### src/rtl/packer_if.sv
// packer_if: beat-in / word-out stream bundle for the writeback packer.
// The packer sits on the slave side; the PE array feed and the AXI-stream
// write side together form the master.
interface packer_if #(
    parameter int INPUT_WIDTH  = 64,
    parameter int OUTPUT_WIDTH = 512,
    parameter int MAX_CNT      = OUTPUT_WIDTH / INPUT_WIDTH
);
    logic [INPUT_WIDTH-1:0]  in_data;
    logic                    in_valid;
    logic                    in_ready;
    logic                    flush;
    logic [OUTPUT_WIDTH-1:0] out_data;
    logic [MAX_CNT-1:0]      out_keep;
    logic                    out_last;
    logic                    out_valid;
    logic                    out_ready;
    logic                    flush_done;

    modport master (
        output in_data, in_valid, flush, out_ready,
        input  in_ready, out_data, out_keep, out_last, out_valid, flush_done
    );

    modport slave (
        input  in_data, in_valid, flush, out_ready,
        output in_ready, out_data, out_keep, out_last, out_valid, flush_done
    );
endinterface

### src/rtl/packer.sv
// packer: accumulates MAX_CNT narrow beats (lane 0 at the LSBs) into one wide
// word, with a flush path that closes a partial, zero-padded word and marks
// its valid lanes in out_keep. One output register stage with a
// ready/valid handshake.
module packer #(
    parameter int INPUT_WIDTH  = 64,
    parameter int OUTPUT_WIDTH = 512,
    parameter int MAX_CNT      = OUTPUT_WIDTH / INPUT_WIDTH
) (
    input  logic    clk,
    input  logic    rst_n,
    packer_if.slave bus
);
    localparam int                 CNT_W     = (MAX_CNT > 1) ? $clog2(MAX_CNT) : 1;
    localparam logic [CNT_W-1:0]   LAST_LANE = CNT_W'(MAX_CNT - 1);
    localparam logic [MAX_CNT-1:0] KEEP_ALL  = '1;

    // Mask with the lowest n lanes set, i.e. (1<<n)-1.
    function automatic logic [MAX_CNT-1:0] lane_mask(input logic [CNT_W-1:0] n);
        logic [MAX_CNT-1:0] m;
        m = '0;
        for (int k = 0; k < MAX_CNT; k++) begin
            m[k] = (k < int'(n));
        end
        return m;
    endfunction

    // Copy of word with lane `lane` replaced by beat.
    function automatic logic [OUTPUT_WIDTH-1:0] lane_insert(
        input logic [OUTPUT_WIDTH-1:0] word,
        input logic [CNT_W-1:0]        lane,
        input logic [INPUT_WIDTH-1:0]  beat
    );
        logic [OUTPUT_WIDTH-1:0] w;
        w = word;
        for (int k = 0; k < MAX_CNT; k++) begin
            if (lane == CNT_W'(k)) begin
                w[k*INPUT_WIDTH +: INPUT_WIDTH] = beat;
            end
        end
        return w;
    endfunction

    // Accumulation stage state
    logic [CNT_W-1:0]        cnt_p0;
    logic [OUTPUT_WIDTH-1:0] acc_p0;
    logic                    flush_pend;

    // Output register stage
    logic [OUTPUT_WIDTH-1:0] out_data_p1;
    logic [MAX_CNT-1:0]      out_keep_p1;
    logic                    out_last_p1;
    logic                    vld_p1;
    logic                    flush_done_p1;

    // Handshake and control decode
    logic                    out_free;
    logic                    at_last;
    logic                    in_ready_c;
    logic                    accept;
    logic                    flush_take;
    logic                    flush_fire;

    // Next-state values
    logic [CNT_W-1:0]        cnt_nxt;
    logic [OUTPUT_WIDTH-1:0] acc_nxt;
    logic [OUTPUT_WIDTH-1:0] acc_wr;
    logic                    pend_nxt;
    logic                    load;
    logic [OUTPUT_WIDTH-1:0] load_data;
    logic [MAX_CNT-1:0]      load_keep;
    logic                    load_last;

    // The output slot is free when empty or when its word leaves this edge.
    assign out_free   = !vld_p1 || bus.out_ready;
    assign at_last    = (cnt_p0 == LAST_LANE);
    // The last lane may only be taken if the finished word has somewhere to go;
    // a pending flush blocks new beats until the partial word is closed.
    assign in_ready_c = !flush_pend && (!at_last || out_free);
    assign accept     = bus.in_valid && in_ready_c;
    // A flush pulse arriving while one is already pending is dropped.
    assign flush_take = bus.flush && !flush_pend;
    assign flush_fire = flush_pend && out_free;

    // Next-state decode for lane counter, accumulator, flush flag and output load.
    always_comb begin
        acc_wr    = lane_insert(acc_p0, cnt_p0, bus.in_data);
        cnt_nxt   = cnt_p0;
        acc_nxt   = acc_p0;
        pend_nxt  = flush_pend;
        load      = 1'b0;
        load_data = acc_p0;
        load_keep = '0;
        load_last = 1'b0;

        if (flush_fire) begin
            // Close the partial word; with no lanes collected nothing is emitted.
            pend_nxt = 1'b0;
            if (cnt_p0 != '0) begin
                load      = 1'b1;
                load_data = acc_p0;
                load_keep = lane_mask(cnt_p0);
                load_last = 1'b1;
            end
            cnt_nxt = '0;
            acc_nxt = '0;
        end else begin
            if (accept) begin
                if (at_last) begin
                    // Word completes this edge; a flush in the same cycle tags it last
                    // and leaves nothing behind for the flush to emit.
                    load      = 1'b1;
                    load_data = acc_wr;
                    load_keep = KEEP_ALL;
                    load_last = flush_take;
                    cnt_nxt   = '0;
                    acc_nxt   = '0;
                end else begin
                    cnt_nxt = cnt_p0 + 1'b1;
                    acc_nxt = acc_wr;
                end
            end
            if (flush_take) begin
                pend_nxt = 1'b1;
            end
        end
    end

    // Accumulation stage: lane counter, partial word and flush-pending flag.
    always_ff @(posedge clk or negedge rst_n) begin
        if (!rst_n) begin
            cnt_p0     <= '0;
            acc_p0     <= '0;
            flush_pend <= 1'b0;
        end else begin
            cnt_p0     <= cnt_nxt;
            acc_p0     <= acc_nxt;
            flush_pend <= pend_nxt;
        end
    end

    // Output stage: hold the word until taken; a new word may replace it on the take edge.
    always_ff @(posedge clk or negedge rst_n) begin
        if (!rst_n) begin
            out_data_p1   <= '0;
            out_keep_p1   <= '0;
            out_last_p1   <= 1'b0;
            vld_p1        <= 1'b0;
            flush_done_p1 <= 1'b0;
        end else begin
            if (load) begin
                out_data_p1 <= load_data;
                out_keep_p1 <= load_keep;
                out_last_p1 <= load_last;
                vld_p1      <= 1'b1;
            end else if (bus.out_ready) begin
                vld_p1      <= 1'b0;
            end
            flush_done_p1 <= flush_fire;
        end
    end

    assign bus.in_ready   = in_ready_c;
    assign bus.out_data   = out_data_p1;
    assign bus.out_keep   = out_keep_p1;
    assign bus.out_last   = out_last_p1;
    assign bus.out_valid  = vld_p1;
    assign bus.flush_done = flush_done_p1;
endmodule

### src/flat_wrapper.sv
// flat-port wrapper written by rule: the top's interface ports become plain ports
module packer_flat 
#(
    parameter int INPUT_WIDTH  = 64,
    parameter int OUTPUT_WIDTH = 512,
    parameter int MAX_CNT      = OUTPUT_WIDTH / INPUT_WIDTH
)
  (clk, rst_n, bus_in_data, bus_in_valid, bus_flush, bus_out_ready, bus_in_ready, bus_out_data, bus_out_keep, bus_out_last, bus_out_valid, bus_flush_done);
  packer_if #(.INPUT_WIDTH(INPUT_WIDTH), .OUTPUT_WIDTH(OUTPUT_WIDTH), .MAX_CNT(MAX_CNT)) bus_i ();
  input  logic clk;
  input  logic rst_n;
  input wire logic [$bits(bus_i.in_data)-1:0] bus_in_data;
  input wire logic [$bits(bus_i.in_valid)-1:0] bus_in_valid;
  input wire logic [$bits(bus_i.flush)-1:0] bus_flush;
  input wire logic [$bits(bus_i.out_ready)-1:0] bus_out_ready;
  output wire logic [$bits(bus_i.in_ready)-1:0] bus_in_ready;
  output wire logic [$bits(bus_i.out_data)-1:0] bus_out_data;
  output wire logic [$bits(bus_i.out_keep)-1:0] bus_out_keep;
  output wire logic [$bits(bus_i.out_last)-1:0] bus_out_last;
  output wire logic [$bits(bus_i.out_valid)-1:0] bus_out_valid;
  output wire logic [$bits(bus_i.flush_done)-1:0] bus_flush_done;
  assign bus_i.in_data = bus_in_data;
  assign bus_i.in_valid = bus_in_valid;
  assign bus_i.flush = bus_flush;
  assign bus_i.out_ready = bus_out_ready;
  assign bus_in_ready = bus_i.in_ready;
  assign bus_out_data = bus_i.out_data;
  assign bus_out_keep = bus_i.out_keep;
  assign bus_out_last = bus_i.out_last;
  assign bus_out_valid = bus_i.out_valid;
  assign bus_flush_done = bus_i.flush_done;
  packer #(.INPUT_WIDTH(INPUT_WIDTH), .OUTPUT_WIDTH(OUTPUT_WIDTH), .MAX_CNT(MAX_CNT)) u_core (.clk(clk), .rst_n(rst_n), .bus(bus_i));
endmodule
### config.mk
export PLATFORM = sky130hd
export DESIGN_NAME = packer_flat
export DESIGN_NICKNAME = d
export VERILOG_FILES = /design/src/rtl/packer_if.sv /design/src/rtl/packer.sv /design/src/flat_wrapper.sv
export SDC_FILE = /design/constraint.sdc
export NUM_CORES = 2
export LEC_CHECK = 0
export CAP_MARGIN = 20
export CORE_MARGIN = 2
export CORE_UTILIZATION = 25
export CTS_CLUSTER_SIZE = 28
export DETAILED_ROUTE_END_ITERATION = 8
export PLACE_DENSITY = 0.43
export SETUP_SLACK_MARGIN = 0.1
export SLEW_MARGIN = 25
export SYNTH_ARGS = -nofsm -noshare
export SYNTH_HDL_FRONTEND = slang
export SYNTH_SLANG_ARGS = --single-unit
### constraint.sdc
create_clock -name clk -period 2.5 [get_ports clk]
set_clock_uncertainty 0.1 [all_clocks]
set_input_delay 0.5 -clock clk [delete_from_list [all_inputs] [get_ports clk]]
set_output_delay 0.5 -clock clk [all_outputs]
set_load 0.01 [all_outputs]
==> flow_summary.toml <==
[synthesis]
ys_top_cells_by_count = "dfrtp_1, a22o_1, a221o_1"
postSynthAreaPerCell_sq_um = 12.5
syn-num-nets = 3387
synth_edf_count = 0
synth_ff_type = "dfrtp_1"
yosysMostFrequentCell = "dfrtp_1"
synth.distinct_cells = 44
yosysWarnings = 0
synthCells = 3314
synth_area_leaders = "dfrtp_1, a22o_1, a221o_1"
synth_top_cell_by_area = "dfrtp_1"
ys_ff_latch = 1039
async_flop_share_pct = 100
ys_seq_area_share_pct = 62.8
syn_area_sq_um = 41400
synth_top_cell_area_share_pct = 62.8

[global_route]
grt_max_degree = 86
grt_pass1_wl_mm = 246
grt_overflow = 0
antenna_found_initial = 5
grt_use_total_pct = 19.8
first_global_vias = 31900

[final_layout]
drive_above_1_share_pct = 14.6
num-nets-final = 4067
fin_cells = 6282
fin_area_sq_um = 56300
area.growth.synth_to_final_pct = 35.9

[placed_design]
gp_congestion = 0.750
port_buffers = 592
dp.final_hpwl_mm = 113
dp.cells = 6034
placed_area_sq_um = 52100
dp_slack_ns = -0.375

[power_and_ir_drop]
power.density_nw_per_um2 = 1040
intPower_mw = 39.0
p_switching_mw = 19.4
leakage_nw = 26.4
comb_power_share_pct = 29.5
max-vdd-ir-drop_mv = 0.514
swShare_pct = 33.2
pwr-share-clk_pct = 30.5
power_mw = 58.4
p_seq_share_pct = 40.1

[floorplanning]
fp-row-count = 149
initial_core_util_pct = 25.1
fp.dieW_um = 411
pin_count = 593
die_h_um = 411
core_sq_um = 165000
die-area_sq_um = 169000

[sta]
max_freq_ghz = 0.411
rsz0062_at_grt = "true"
tns_ns = 0
setup_slack_ns = 0.0698
hold_viol = 0
slew_viol_final = 0
fin_crit_ns = 2.43
max-slew-margin-rel_pct = 43.9
worst_pin_slew_ns = 0.839
setup_viol = 0
period_share_pct = 97.2

[clock_tree]
clk_latency_ns = 0.76
cts-root-buf = "clkbuf_16"
htree_levels = 3
cts_tree = "yes"
clk_pin_slew_ns = 0.07
cts.sinks = 1039
cts_buffers = 118
clockBufferDepth = 3

[setup_path]
critPathLaunchType = "flop"
required_ns = 1.90
crit_type = "flop to output port"
cp_max_fo = 6
worst_setup_path_end_kind = "output port"
cp_data_arrival_time_ns = 1.83

[route]
vias_per_cell = 5.03
antenna_left = 0
vias = 31600
drt-pass1-iter-count = 5
wl_per_cell_um = 27.3
drtIter0Drc = 2675
wl_mm = 172
drc_errors = 0

[job]
cap_viol_max_count = 0

[status]
status = "finished clean"

[min_path]
hold_class = "input port to async pin"
## what timing repair did
action,in CTS,in global routing
setup endpoints to repair,582,292
endpoints found under the hold margin,15,0
setup buffers,24,1
hold buffers,1,0
pin swaps,4,2
gates resized for setup,175,21
cloned,1,3
## critical path, stage by stage, from the launching register on
cell,delay [ns]
dfrtp_1,0.39
ha_2,0.20
ha_4,0.19
a21oi_4,0.15
buf_6,0.14
## sequential cells by signal, summed over array words and instances, names as in the netlist
signal and count:
u_core.bus.flush_done 1, u_core.bus.out_keep 8, u_core.bus.out_data 512, u_core.acc_p0 512, u_core.bus.out_last 1, u_core.cnt_p0 3
u_core.flush_pend 1, u_core.bus.out_valid 1
## layout by cell type, fill, tap and decap left out, types with 37 or more instances in the layout
master,n
a22o_1,416
mux2i_1,49
dfrtp_1,1004
o21ai_0,43
and2_1,256
buf_12,92
clkdlybuf4s50_1,459
clkbuf_8,37
nor3_1,64
o22ai_1,65
and3_1,97
dlygate4sd2_1,128
nand2_1,170
buf_4,218
clkbuf_16,121
nor2b_1,90
a221o_1,349
a31oi_1,61
nor2_1,129
## layer usage
layer,wire length (um),GRT usage (%)
met5,0,0
met4,3620,5.03
met3,10400,3.74
met2,78500,30.7
met1,79200,28.4
## final timing paths
check                                   start                  endpoint  slack [ns]  cells after the start
min                                     rst_n  u_core.bus.out_data[200]        0.23                      2
max                          u_core.cnt_p0[0]              bus_in_ready        0.07                      4
max reg2reg                  u_core.cnt_p0[1]  u_core.bus.out_data[193]        0.16                     10
min reg2reg                u_core.acc_p0[357]  u_core.bus.out_data[357]        0.39                      1
min in group clk                    bus_flush         u_core.flush_pend        0.38                      3
max in group asynchronous               rst_n        u_core.acc_p0[250]        1.05                      3
## kinds of logic (layout without fill, tap and decap cells)
kind of cell / after synthesis / in the layout / synth area share (%)
other: 0 / 6 / 0
AOI/OAI and AO/OA: 1015 / 1015 / 21.1
buffers and inverters: 363 / 1135 / 3.86
DFF: 1039 / 1039 / 62.8
muxes: 49 / 49 / 1.18
and+or+nand+nor: 844 / 845 / 10.9
adders and majority gates: 4 / 4 / 0.121
## power groups by stage
stage	combinational [mW]	sequential, mW	clock [mW]
2_1_floorplan	6.97	23.3	0
3_3_place_gp	17.4	23.7	0
3_5_place_dp	17.5	23.6	0
4_1_cts	17.4	23.4	18.3
5_1_grt	18.5	23.7	19.0
6_report	17.2	23.4	17.8
## final cells by class
cell class | count | area [sq um]
tap | 2189 | 2740
inverter | 9 | 33.8
timing repair buffer | 913 | 9420
fill | 16300 | 108000
sequential | 1039 | 26000
clock buffer | 184 | 3590
antenna | 6 | 15.0
multi-input combinational | 1913 | 14100
clock inverter | 29 | 347
## per-stage QoR
step                hold WS [ns]  util [%]
floorplan                  0.104         -
global placement           0.370      31.6
detailed placement         0.371      31.6
CTS                        0.188      34.1
global route               0.218      34.2
finish                     0.230      34.2
No activity file was read; power rests on OpenSTA's default activity.
